--- src/rtl/scan_mux_pkg.sv ---
// Shared types and helpers for the scanning N-to-1 selector.
package scan_mux_pkg;

   typedef enum logic [1:0] {
      MANUAL,
      SCAN,
      FROZEN
   } state_e;

   localparam logic MODE_MANUAL = 1'b0;
   localparam logic MODE_SCAN   = 1'b1;

   // Out-of-range select codes pick the last channel, matching the legacy switch board.
   function automatic int unsigned sat_sel(input int unsigned s, input int unsigned channels);
      return (s < channels) ? s : channels - 1;
   endfunction

endpackage

--- src/rtl/scan_mux_nto1_if.sv ---
// Channel data, control and registered outputs of the scanning selector.
interface scan_mux_nto1_if #(
   parameter int unsigned WIDTH    = 3,
   parameter int unsigned CHANNELS = 5
);
   localparam int unsigned SELW = (CHANNELS > 1) ? $clog2(CHANNELS) : 1;

   logic [CHANNELS*WIDTH-1:0] data_in;
   logic                      mode;
   logic [SELW-1:0]           sel_in;
   logic                      freeze;
   logic [WIDTH-1:0]          data_out;
   logic [SELW-1:0]           cur_sel;
   logic                      wrap;

   modport master (
      output data_in, mode, sel_in, freeze,
      input  data_out, cur_sel, wrap
   );

   modport slave (
      input  data_in, mode, sel_in, freeze,
      output data_out, cur_sel, wrap
   );
endinterface

--- src/rtl/scan_mux_nto1_mux.sv ---
// Combinational N-to-1 slice selector with a saturating select.
module mux_nto1
   import scan_mux_pkg::*;
#(
   parameter int unsigned WIDTH    = 3,
   parameter int unsigned CHANNELS = 5,
   parameter int unsigned SELW     = (CHANNELS > 1) ? $clog2(CHANNELS) : 1
) (
   input  logic [CHANNELS*WIDTH-1:0] data_i,
   input  logic [SELW-1:0]           sel_i,
   output logic [WIDTH-1:0]          data_o
);

   int unsigned idx;

   always_comb begin
      idx    = sat_sel(32'(sel_i), CHANNELS);
      data_o = '0;
      for (int unsigned k = 0; k < CHANNELS; k++) begin
         if (k == idx) begin
            data_o = data_i[k*WIDTH +: WIDTH];
         end
      end
   end

endmodule

--- src/rtl/scan_mux_nto1.sv ---
// Registered N-channel selector: manual select, timed round-robin scan, freeze.
module scan_mux_nto1
   import scan_mux_pkg::*;
#(
   parameter int unsigned WIDTH    = 3,
   parameter int unsigned CHANNELS = 5,
   parameter int unsigned DWELL    = 4
) (
   input  logic             clk,
   input  logic             reset,
   scan_mux_nto1_if.slave   bus
);

   localparam int unsigned SELW = (CHANNELS > 1) ? $clog2(CHANNELS) : 1;
   localparam int unsigned CNTW = (DWELL > 1) ? $clog2(DWELL) : 1;
   localparam logic [SELW-1:0] SEL_LAST = SELW'(CHANNELS - 1);
   localparam logic [CNTW-1:0] CNT_LAST = CNTW'(DWELL - 1);

   state_e            state_q, state_d;
   logic [CNTW-1:0]   cnt_q, cnt_d, cnt_cur;
   logic [SELW-1:0]   sel_q, sel_d;
   logic [WIDTH-1:0]  data_q, data_d, mux_data;
   logic              wrap_q, wrap_d;

   mux_nto1 #(
      .WIDTH    (WIDTH),
      .CHANNELS (CHANNELS),
      .SELW     (SELW)
   ) u_mux (
      .data_i (bus.data_in),
      .sel_i  (sel_d),
      .data_o (mux_data)
   );

   // The action on an edge follows the state being entered, so freeze wins over a dwell expiry.
   always_comb begin
      state_d = state_q;
      cnt_d   = cnt_q;
      sel_d   = sel_q;
      wrap_d  = 1'b0;
      cnt_cur = (state_q == MANUAL) ? '0 : cnt_q;

      if (bus.freeze) begin
         state_d = FROZEN;
      end else if (bus.mode == MODE_MANUAL) begin
         state_d = MANUAL;
      end else begin
         state_d = SCAN;
      end

      case (state_d)
         MANUAL: begin
            sel_d = SELW'(sat_sel(32'(bus.sel_in), CHANNELS));
            cnt_d = '0;
         end
         SCAN: begin
            if (cnt_cur == CNT_LAST) begin
               cnt_d = '0;
               if (sel_q == SEL_LAST) begin
                  sel_d  = '0;
                  wrap_d = 1'b1;
               end else begin
                  sel_d = sel_q + SELW'(1);
               end
            end else begin
               cnt_d = cnt_cur + CNTW'(1);
            end
         end
         default: ;
      endcase

      data_d = (state_d == FROZEN) ? data_q : mux_data;
   end

   always_ff @(posedge clk or posedge reset) begin
      if (reset) begin
         state_q <= MANUAL;
         cnt_q   <= '0;
         sel_q   <= '0;
         data_q  <= '0;
         wrap_q  <= 1'b0;
      end else begin
         state_q <= state_d;
         cnt_q   <= cnt_d;
         sel_q   <= sel_d;
         data_q  <= data_d;
         wrap_q  <= wrap_d;
      end
   end

   assign bus.data_out = data_q;
   assign bus.cur_sel  = sel_q;
   assign bus.wrap     = wrap_q;

endmodule
--- src/flat_wrapper.sv ---
// flat-port wrapper written by rule: the top's interface ports become plain ports
module scan_mux_nto1_flat import scan_mux_pkg::*;
#(
   parameter int unsigned WIDTH    = 3,
   parameter int unsigned CHANNELS = 5,
   parameter int unsigned DWELL    = 4
)
  (clk, reset, bus_data_in, bus_mode, bus_sel_in, bus_freeze, bus_data_out, bus_cur_sel, bus_wrap);
  scan_mux_nto1_if #(.WIDTH(WIDTH), .CHANNELS(CHANNELS)) bus_i ();
  input  logic clk;
  input  logic reset;
  input wire logic [$bits(bus_i.data_in)-1:0] bus_data_in;
  input wire logic [$bits(bus_i.mode)-1:0] bus_mode;
  input wire logic [$bits(bus_i.sel_in)-1:0] bus_sel_in;
  input wire logic [$bits(bus_i.freeze)-1:0] bus_freeze;
  output wire logic [$bits(bus_i.data_out)-1:0] bus_data_out;
  output wire logic [$bits(bus_i.cur_sel)-1:0] bus_cur_sel;
  output wire logic [$bits(bus_i.wrap)-1:0] bus_wrap;
  assign bus_i.data_in = bus_data_in;
  assign bus_i.mode = bus_mode;
  assign bus_i.sel_in = bus_sel_in;
  assign bus_i.freeze = bus_freeze;
  assign bus_data_out = bus_i.data_out;
  assign bus_cur_sel = bus_i.cur_sel;
  assign bus_wrap = bus_i.wrap;
  scan_mux_nto1 #(.WIDTH(WIDTH), .CHANNELS(CHANNELS), .DWELL(DWELL)) u_core (.clk(clk), .reset(reset), .bus(bus_i));
endmodule
--- config.mk ---
export PLATFORM = sky130hd
export DESIGN_NAME = scan_mux_nto1_flat
export DESIGN_NICKNAME = d
export VERILOG_FILES = /design/src/rtl/scan_mux_pkg.sv /design/src/rtl/scan_mux_nto1_if.sv /design/src/rtl/scan_mux_nto1_mux.sv /design/src/rtl/scan_mux_nto1.sv /design/src/flat_wrapper.sv
export SDC_FILE = /design/constraint.sdc
export NUM_CORES = 1
export LEC_CHECK = 0
export BUFFER_PORTS_ARGS = -buffer_cell sky130_fd_sc_hd__buf_2
export CAP_MARGIN = 20
export CELL_PAD_IN_SITES_DETAIL_PLACEMENT = 1
export CELL_PAD_IN_SITES_GLOBAL_PLACEMENT = 1
export CORE_ASPECT_RATIO = 1.2
export CORE_MARGIN = 4
export CORE_UTILIZATION = 35
export CTS_CLUSTER_DIAMETER = 200
export CTS_CLUSTER_SIZE = 12
export DETAILED_ROUTE_END_ITERATION = 6
export PLACE_DENSITY = 0.82
export SYNTH_ARGS = -nofsm -noshare
export SYNTH_HDL_FRONTEND = slang
export SYNTH_SLANG_ARGS = --single-unit
--- constraint.sdc ---
create_clock -name clk -period 6 [get_ports clk]
set_input_delay 0.3 -clock clk [delete_from_list [all_inputs] [get_ports clk]]
set_output_delay 0.3 -clock clk [all_outputs]
set_load 0.005 [all_outputs]
==> results of run 1 <==
## power groups by stage
stage	registers, mW	logic, mW	clock network (mW)
global route	0.0898	0.0557	0.0572
global placement	0.0890	0.0476	0
CTS	0.0887	0.0509	0.0534
floorplan	0.0894	0.0277	0
finish	0.0885	0.0501	0.0528
detailed placement	0.0903	0.0505	0
## kinds of logic after synthesis
logic type	count (synthesis)
fa+ha+maj	3
flops	11
compound gates	22
buf+inv	5
simple gates	17
mux	4
## sequential cells by signal, indices dropped and copies added, names as in the netlist
name,count
u_core.cnt_q,2
u_core.bus.data_out,3
u_core.state_q,2
u_core.bus.cur_sel,3
u_core.bus.wrap,1
## critical path: stages, from the launching register on
cell,delay (ns)
dfrtp_1,0.38
o21a_1,0.20
ha_1,0.29
a21bo_1,0.22
mux2i_1,0.07
a221o_1,0.39
a2111oi_0,0.46
a211oi_1,0.11
## metal layers
layer	vias up	track usage	wire length (um)
met5	-	0	0
met4	0	0.0711	55
met3	7	0.0325	143
met2	31	0.262	989
met1	292	0.171	675
li1	304	-	-
## layout by cell type, fill, tap and decap left out
master,instances
clkbuf_4,3
nand2_2,1
o21a_1,2
a221o_1,1
o31ai_1,4
a21boi_0,1
o21ai_0,1
nor2b_1,3
ha_1,3
mux2i_1,4
a21oi_1,1
nor2b_2,1
a22o_1,1
buf_2,28
nand2_1,2
nor4b_1,2
o21ai_1,1
clkbuf_1,1
and4_1,1
a211oi_1,3
nand3_1,1
a21bo_1,1
a2111oi_0,3
inv_1,4
dfrtp_1,11
o211ai_1,1
nand2b_1,3
a31oi_2,1
and3_1,3
a21o_1,1
## worst min path at each step
stage / to / slack [ns] / depth (start not counted)
finish: u_core.cnt_q[1] / 0.02 / 2
global route: u_core.state_q[1] / 0.04 / 2
CTS: u_core.state_q[0] / 0.03 / 2
detailed placement: u_core.state_q[1] / 0.32 / 2
global placement: u_core.cnt_q[0] / 0.31 / 2
floorplan: u_core.bus.cur_sel[0] / 0.15 / 1
## layout make-up
class	instances	area [sq um]
fillers	202	862
flip-flops and latches	11	275
well taps	18	22.5
clock buffers	4	26.3
multi-input cells	46	360
repair buffers	28	140
inverters	4	15.0
==> run summary, run 1 <==
The flow ran to the end, and the final reports show no timing, DRC or antenna violations. After synthesis, the largest family of logic cells by area is compound AO/OA/AOI/OAI gates. At the end of routability-driven placement, the weighted congestion stood at 0.759.

The register-to-register setup slack came out at about 3.7 ns. The detailed router's first-iteration violation count is 23. The count of buffers inserted at the top-level ports is 28. The instance count of the mapped netlist is 62. The largest vdd supply drop is around 0.094 mV. In this run the power density over the cells is around 230 nW/um^2. The hold violation total from the final report was 0.

Across all setup checks in the final design, the least slack found is around 3.7 ns. CTS built an H-tree with a depth of 1. The first-pass iteration count of the detailed router came out at 4. The clock root buffer master is clkbuf_4. The endpoint identified for the worst register-to-register timing path is u_core.bus.data_out[2].

The post-route standard cell area excluding fillers is between 800 and 900 sq um. The fraction of synthesized cell area in xor and xnor cells is 0. The warning count from the yosys run came out at 0.

The total clock buffers created by CTS came out at 3. Dividing the final minimum period by the clock period gives 0.377. The critical path ends at u_core.bus.data_out[2]. The depth of the worst register-to-register path came out at 7.

A synthesized cell averages between 10 and 15 sq um. The routed design has 1.87 mm of wire. The remaining antenna violation count after routing is 0. Of the total synthesized cell area, the portion taken by full adders, half adders and majority gates is 0.0574. The total standard cell area after synthesis came out at 654 sq um. In the final layout, the share of cells above drive strength 1 is 0.366. The fraction of synthesis flops using an asynchronous set or reset pin came out at 1.00.

Along the worst path, the maximum fanout reaches 7. At the pin with the least slew margin, the transition time is roughly 0.46 ns. Setup repair after global routing left no endpoint under its margin. The static leakage came out at just over 0.4 nW. After the last flow step, the layout net total stands at around 120. Counting instances in the post-synthesis netlist gives the leading cell types as 11 x dfrtp_1, 4 x inv_1, 4 x mux2i_1, 4 x o31ai_1.

The critical register-to-register path startpoint is u_core.state_q[1]. The count of standard-cell rows is 16. The DRC violation count after routing came out at 0. The highest achievable clock rate came out at approximately 440 MHz.

The element type at the critical path end is a register. The CTS clock-pin slew for the worst setup and hold paths came out at around 0.070 ns. The antenna diode count is 0.

Hold timing on the final database bottoms out at a slack of just under 0.02 ns. Measured on the finished design, the core utilization comes to 0.493. The total power after layout came out at approximately 190 uW. Data on the critical path is required at its endpoint by 6.14 ns. Of the post-synthesis cell area, the part taken by muxes is 0.0612. The fraction of synthesized cell area taken by the top area cell type is 0.421. The share of synthesized area occupied by flip-flops and latches came out at 0.421.

The latest clock arrival within the worst-skew pair came out at ~0.27 ns. The path class of the tightest hold or removal check is in2async. The largest area contributor in the synthesized netlist is dfrtp_1. The critical path data arrival time came out at about 2.4 ns.

The worst slew slack as a fraction of its limit came out at 0.685. The finished layout holds 111 standard cells, fillers aside. Across the run, the number of max-cap violations was 0.

The core region is approximately 1700 sq um. Dividing the detail-routed via count by the number of cells gives 5.71. Once the clock tree was built, the setup fixing pass inserted 0 buffers. The post-synthesis sequential element count is 11. The via count of the first global-routing pass is 666. The number of flops mapped to enable cells by yosys is 0.

Summed over all failing endpoints, the final setup total negative slack is 0 ns. After synthesis, the cell types taking the most area are dfrtp_1 42%, mux2i_1 6.1%, ha_1 5.7%. The kind of critical path is reg2reg. Of the total power, the clock network draws 0.276.

In this run, post-CTS hold repair placed 0 buffers. The total via count after detailed routing came out at between 600 and 700. The reported net switching power came out at roughly 59 uW.

The total cell area at the placement stage is roughly 810 sq um. By instance count, the leading cell after synthesis is dfrtp_1. The compound-gate portion of the synthesized area is 0.264.

In this run, placement finished with an instance count of between 100 and 150. The simple-gate share of the synthesized area is 0.168. The number of setup violations in the final report came out at 0. The I/O pin total came out at 29. Of the total power, the share spent switching nets is 0.309.

The pre-CTS setup slack is about 3.7 ns. The number of max-slew violations in the final report came to 0. The initial antenna violation count is 0. The number of cells upsized or downsized after cts is 0.

The TritonCTS sink count is 11. The critical path launch point is u_core.state_q[1]. The number of different library cells in the post-synthesis netlist came out at 28. The initial core utilization came out at 0.385. The clock period minus final worst setup slack is between 2 and 2.5 ns. The die width is around 47 um. The floorplan step set the die height to 55.4 um. The net count after synthesis came out at slightly below 90.

The global-route wire length before repair came out at around 3 mm. The die covers about 2600 sq um. The sum of overflow across all layers after global routing is 0. The CTS tree is yes. The setup skew after layout is 0.000959 ns. The maximum root-to-sink buffer count came out at 2.

The wire length per cell after detailed routing came out at ~17 um. The power share of the sequential group came out at 0.462. In the synthesized netlist the dominant register cell turns out to be dfrtp_1. The overall track demand over capacity in global routing came out at 0.154. Of the total power, combinational logic draws 0.262. The largest net degree at the start of global routing is 18.

STA classifies the critical path startpoint as a register. The internal power is about 130 uW. The area growth from synthesis to layout is 28.3%. The half-perimeter wire length after detailed placement is ~1.5 mm.
Note: power is estimated with default switching activity, not from simulation.
==> run 2, diff against run 1 <==
--- a/config.mk
+++ b/config.mk
@@ -5,17 +5,18 @@
 export SDC_FILE = /design/constraint.sdc
 export NUM_CORES = 1
 export LEC_CHECK = 0
+export ABC_AREA = 1
 export BUFFER_PORTS_ARGS = -buffer_cell sky130_fd_sc_hd__buf_2
 export CAP_MARGIN = 20
 export CELL_PAD_IN_SITES_DETAIL_PLACEMENT = 1
 export CELL_PAD_IN_SITES_GLOBAL_PLACEMENT = 1
 export CORE_ASPECT_RATIO = 1.2
 export CORE_MARGIN = 4
-export CORE_UTILIZATION = 35
+export CORE_UTILIZATION = 29
 export CTS_CLUSTER_DIAMETER = 200
 export CTS_CLUSTER_SIZE = 12
 export DETAILED_ROUTE_END_ITERATION = 6
-export PLACE_DENSITY = 0.82
+export PLACE_DENSITY = 0.75
 export SYNTH_ARGS = -nofsm -noshare
 export SYNTH_HDL_FRONTEND = slang
 export SYNTH_SLANG_ARGS = --single-unit
==> constraint.sdc (replaced) <==
create_clock -name clk -period 1.8 [get_ports clk]
set_input_delay 0.09 -clock clk [delete_from_list [all_inputs] [get_ports clk]]
set_output_delay 0.09 -clock clk [all_outputs]
set_load 0.005 [all_outputs]
==> run summary, run 2 <==
Yosys mapped a number of flops with a built-in enable equal to 0. The post-synthesis sequential element count came out at 11. Leaving out fill and tap cells, the most frequent cell in the layout is nand2_1. The initial antenna violation count came out at 0. For the pin with the worst max-slew slack, the measured transition is 0.434 ns. Pin placement for this block handled 29 I/O pins. The last weighted congestion value of the routability-driven placer came out at about 0.79. In this run the number of H-tree levels came out at 1. The average instance in the mapped netlist occupies slightly above 7 sq um. The warning count from the yosys run came out at 0. Setup repair after global routing could not meet its margin everywhere. The net total in the final layout came out at roughly 170. No sink is reached through more buffers than the 2 on the longest clock path.

The worst setup path is launched from a register. The worst setup path is captured at a register. The total wire length is around 2.3 mm. The floorplan step set the die width to roughly 55 um. The number of cells on the worst reg-to-reg path is 14.

The number of different library cells in the post-synthesis netlist came out at 21. The largest net degree at the start of global routing is 14. For this run, the total global-route usage over all layers was measured as 0.134. The share of total power dissipated in combinational logic is 0.388. The largest area contributor in the synthesized netlist is dfrtp_1. The total standard cell area after synthesis is 767 sq um. The placed cell count came out at roughly 170.

The critical path goes through inv_2, a21oi_4, ha_4, nand3_4, nand2_4, inv_2, nand2_2, nand2_4, nor2_8, nand3b_1, nand2_1, nand2_1, nand2_1, nand2_1. The die covers approximately 3500 sq um. The DRC violation count after routing is 0. After floorplanning, the core was sized to cover 2530 sq um. Leaving out fill and tap cells, the most frequent cells in the layout are 32 x nand2_1, 28 x buf_2, 11 x inv_1, 11 x dfrtp_1, 10 x nor2_1. The total power divided by cell area came out at between 600 and 700 nW/um^2. The count of standard-cell rows came out at 20. The maximum single-stage delay on the critical path came out at between 0.3 and 0.4 ns. The total power after layout came out at 759 uW.

The required time of the critical path came out at between 1.5 and 2 ns. TritonCTS created 3 clock buffers. In the post-synthesis netlist, the cell with the most instances is nand2_1.

The count of buffers inserted at the top-level ports came out at 28. The hold violation total from the final report is 0. In this run the power spent charging and discharging nets is between 200 and 300 uW. By area the synthesized netlist is led by dfrtp_1 36%, nand2_1 17%, inv_1 6.4%. The fraction of synthesis flops using an asynchronous set or reset pin is 1.00. The maximum net fanout on the critical path came out at 7.

The area growth from synthesis to layout is 43.2%. TritonCTS built the clock tree. The cell that appears most often on the critical path is nand2_1. The root buffer cell chosen for the clock tree is clkbuf_4.

Of the post-synthesis cell area, the dominant cell type holds 0.359. Clock-pin slew was measured on the worst setup and hold paths at 0.07 ns. In the post-route analysis, the smallest setup slack over all paths is -0.0165 ns. The power share of the sequential group is 0.398.

The largest vdd supply drop is 0.305 mV. The number of buffers and inverters on the critical path is 2. The non-filler instance count after layout is between 150 and 200. In this run the tightest slew margin relative to its limit is 0.711. The worst slack on hold paths came out at 0.0926 ns. The setup TNS is -0.0165 ns.

The static leakage is 0.587 nW. The total via count after detailed routing came out at 841. The wire length per cell after detailed routing came out at 12.9 um.

The number of nets handed over by synthesis was approximately 130. The via count of the first global-routing pass came out at 865. Counting instances, the worst hold path has a depth of 1. The flow ran to the end, but the final reports show violations. Dividing the detail-routed via count by the number of cells gives ~4.7. The internal power came out at 488 uW.

The instance count of the mapped netlist came out at 108. The critical path data arrival time is a little under 2 ns. Global routing finished with a remaining overflow of 0. The cell family contributing the most delay on the critical path is simple AND/OR/NAND/NOR gates. Among all stages on the critical path, the largest delay is contributed by dfrtp_1. The critical path crosses 14 cells after its start point. The first-pass iteration count of the detailed router is 4.

Setup violations remaining at the end of the flow were counted as 1. The smallest clock period supported by the final layout is computed as 1.82 ns. The number of max-slew violations in the final report came out at 0.

The latest clock arrival within the worst-skew pair came out at 0.26 ns. The highest achievable clock rate is between 500 and 600 MHz. The share of power burned in the clock network came out at 0.214.

The checks that failed: negative setup slack. The detailed router's first-iteration violation count is 2. The most used flip-flop cell after synthesis is dfrtp_1. Before CTS, the worst setup slack after placement is -0.211 ns.

The antenna diode count is 0. The setup path with the least slack is of type reg2reg. The remaining antenna violation count after routing came out at 0. The layout cell share with drive strength beyond 1 is 0.429.

The share of synthesized area occupied by flip-flops and latches is 0.359. The setup skew after layout came out at ~0.0072 ns. Across the run, the number of max-cap violations was 0. The share of total power consumed by net switching came out at 0.357. The global-route wire length before repair is around 3.5 mm.

In this run the worst hold path is classified as in2reg. The initial core utilization came out at 0.303. From bottom edge to top edge, the die measures 64.3 um. The period utilization came out at 1.01.

After legalization and detailed placement, the total HPWL measured 1.82 mm. The TritonCTS sink count is 11. Counting instances in the post-synthesis netlist gives the leading cell types as 35 x nand2_1, 13 x inv_1, 11 x dfrtp_1.
## run 2: cell types whose count changed after synthesis, moves of 4 or more
cell,delta
nand3_1,+4
nand2_1,+33
mux2i_1,-4
nor2_1,+10
inv_2,+5
o31ai_1,-4
inv_1,+9
## run 2: area by class of cell
type                            instances  area (sq um)
Clock buffer                            4          26.3
Timing Repair Buffer                   36           203
Sequential cell                        11           275
Multi-Input combinational cell         78           485
Tap cell                               33          41.3
Inverter                               18          67.6
Fill cell                             334          1430
## run 2: path summary, 6_finish.rpt
path | startpoint | endpoint | slack [ns]
worst max-delay path | u_core.state_q[0] | u_core.bus.data_out[1] | -0.02
worst min-delay path | bus_freeze | u_core.state_q[1] | 0.09
worst max register to register | u_core.state_q[0] | u_core.bus.data_out[1] | -0.02
worst min register to register | u_core.bus.data_out[1] | u_core.bus.data_out[1] | 0.46
max in group asynchronous | reset | u_core.bus.data_out[1] | 1.13
min in group asynchronous | reset | u_core.state_q[0] | 0.36
## run 2: timing repair
item / 4_1_cts / 5_1_grt
endpoints found under the setup margin: 3 / 3
setup buffers: 2 / 2
pin swaps: 3 / 13
gates resized for setup: 6 / 11
hold buffers: 1 / 0
hold endpoints to repair: 11 / 0
## run 2: stage by stage
step | cell area (sq um) | utilization
2_1_floorplan | 767 | -
3_3_place_gp | 960 | 0.380
3_5_place_dp | 960 | 0.380
6_report | 1100 | 0.435
5_1_grt | 1100 | 0.435
4_1_cts | 1040 | 0.412
## run 2: worst reg2reg max path, delay by kind of cell (launching register included)
family | cells | cell delay [ns]
simple gates | 10 | 0.87
fa+ha+maj | 1 | 0.22
flops | 1 | 0.35
buf+inv | 2 | 0.10
compound gates | 1 | 0.17
## run 2: logic make-up after synthesis
kind of cell	synth area share
adders and majority gates	0.0489
buffers and inverters	0.103
AOI/OAI and AO/OA	0.0897
and+or+nand+nor	0.400
DFF	0.359
## run 2: power by group through the flow
stage                     Clock, mW  Combinational [mW]  Sequential (mW)
after detailed placement          0               0.256            0.305
after global placement            0               0.248            0.304
after CTS                     0.170               0.274            0.300
after floorplan                   0               0.160            0.303
after global routing          0.188               0.333            0.306
final                         0.162               0.295            0.302
## run 2: routing by layer
metal	part of all wire	up-vias	GRT usage
li1	-	418	-
met5	0	-	0
met3	0.053	12	0.0466
met1	0.35	380	0.136
met4	0.046	0	0.0699
met2	0.55	31	0.229
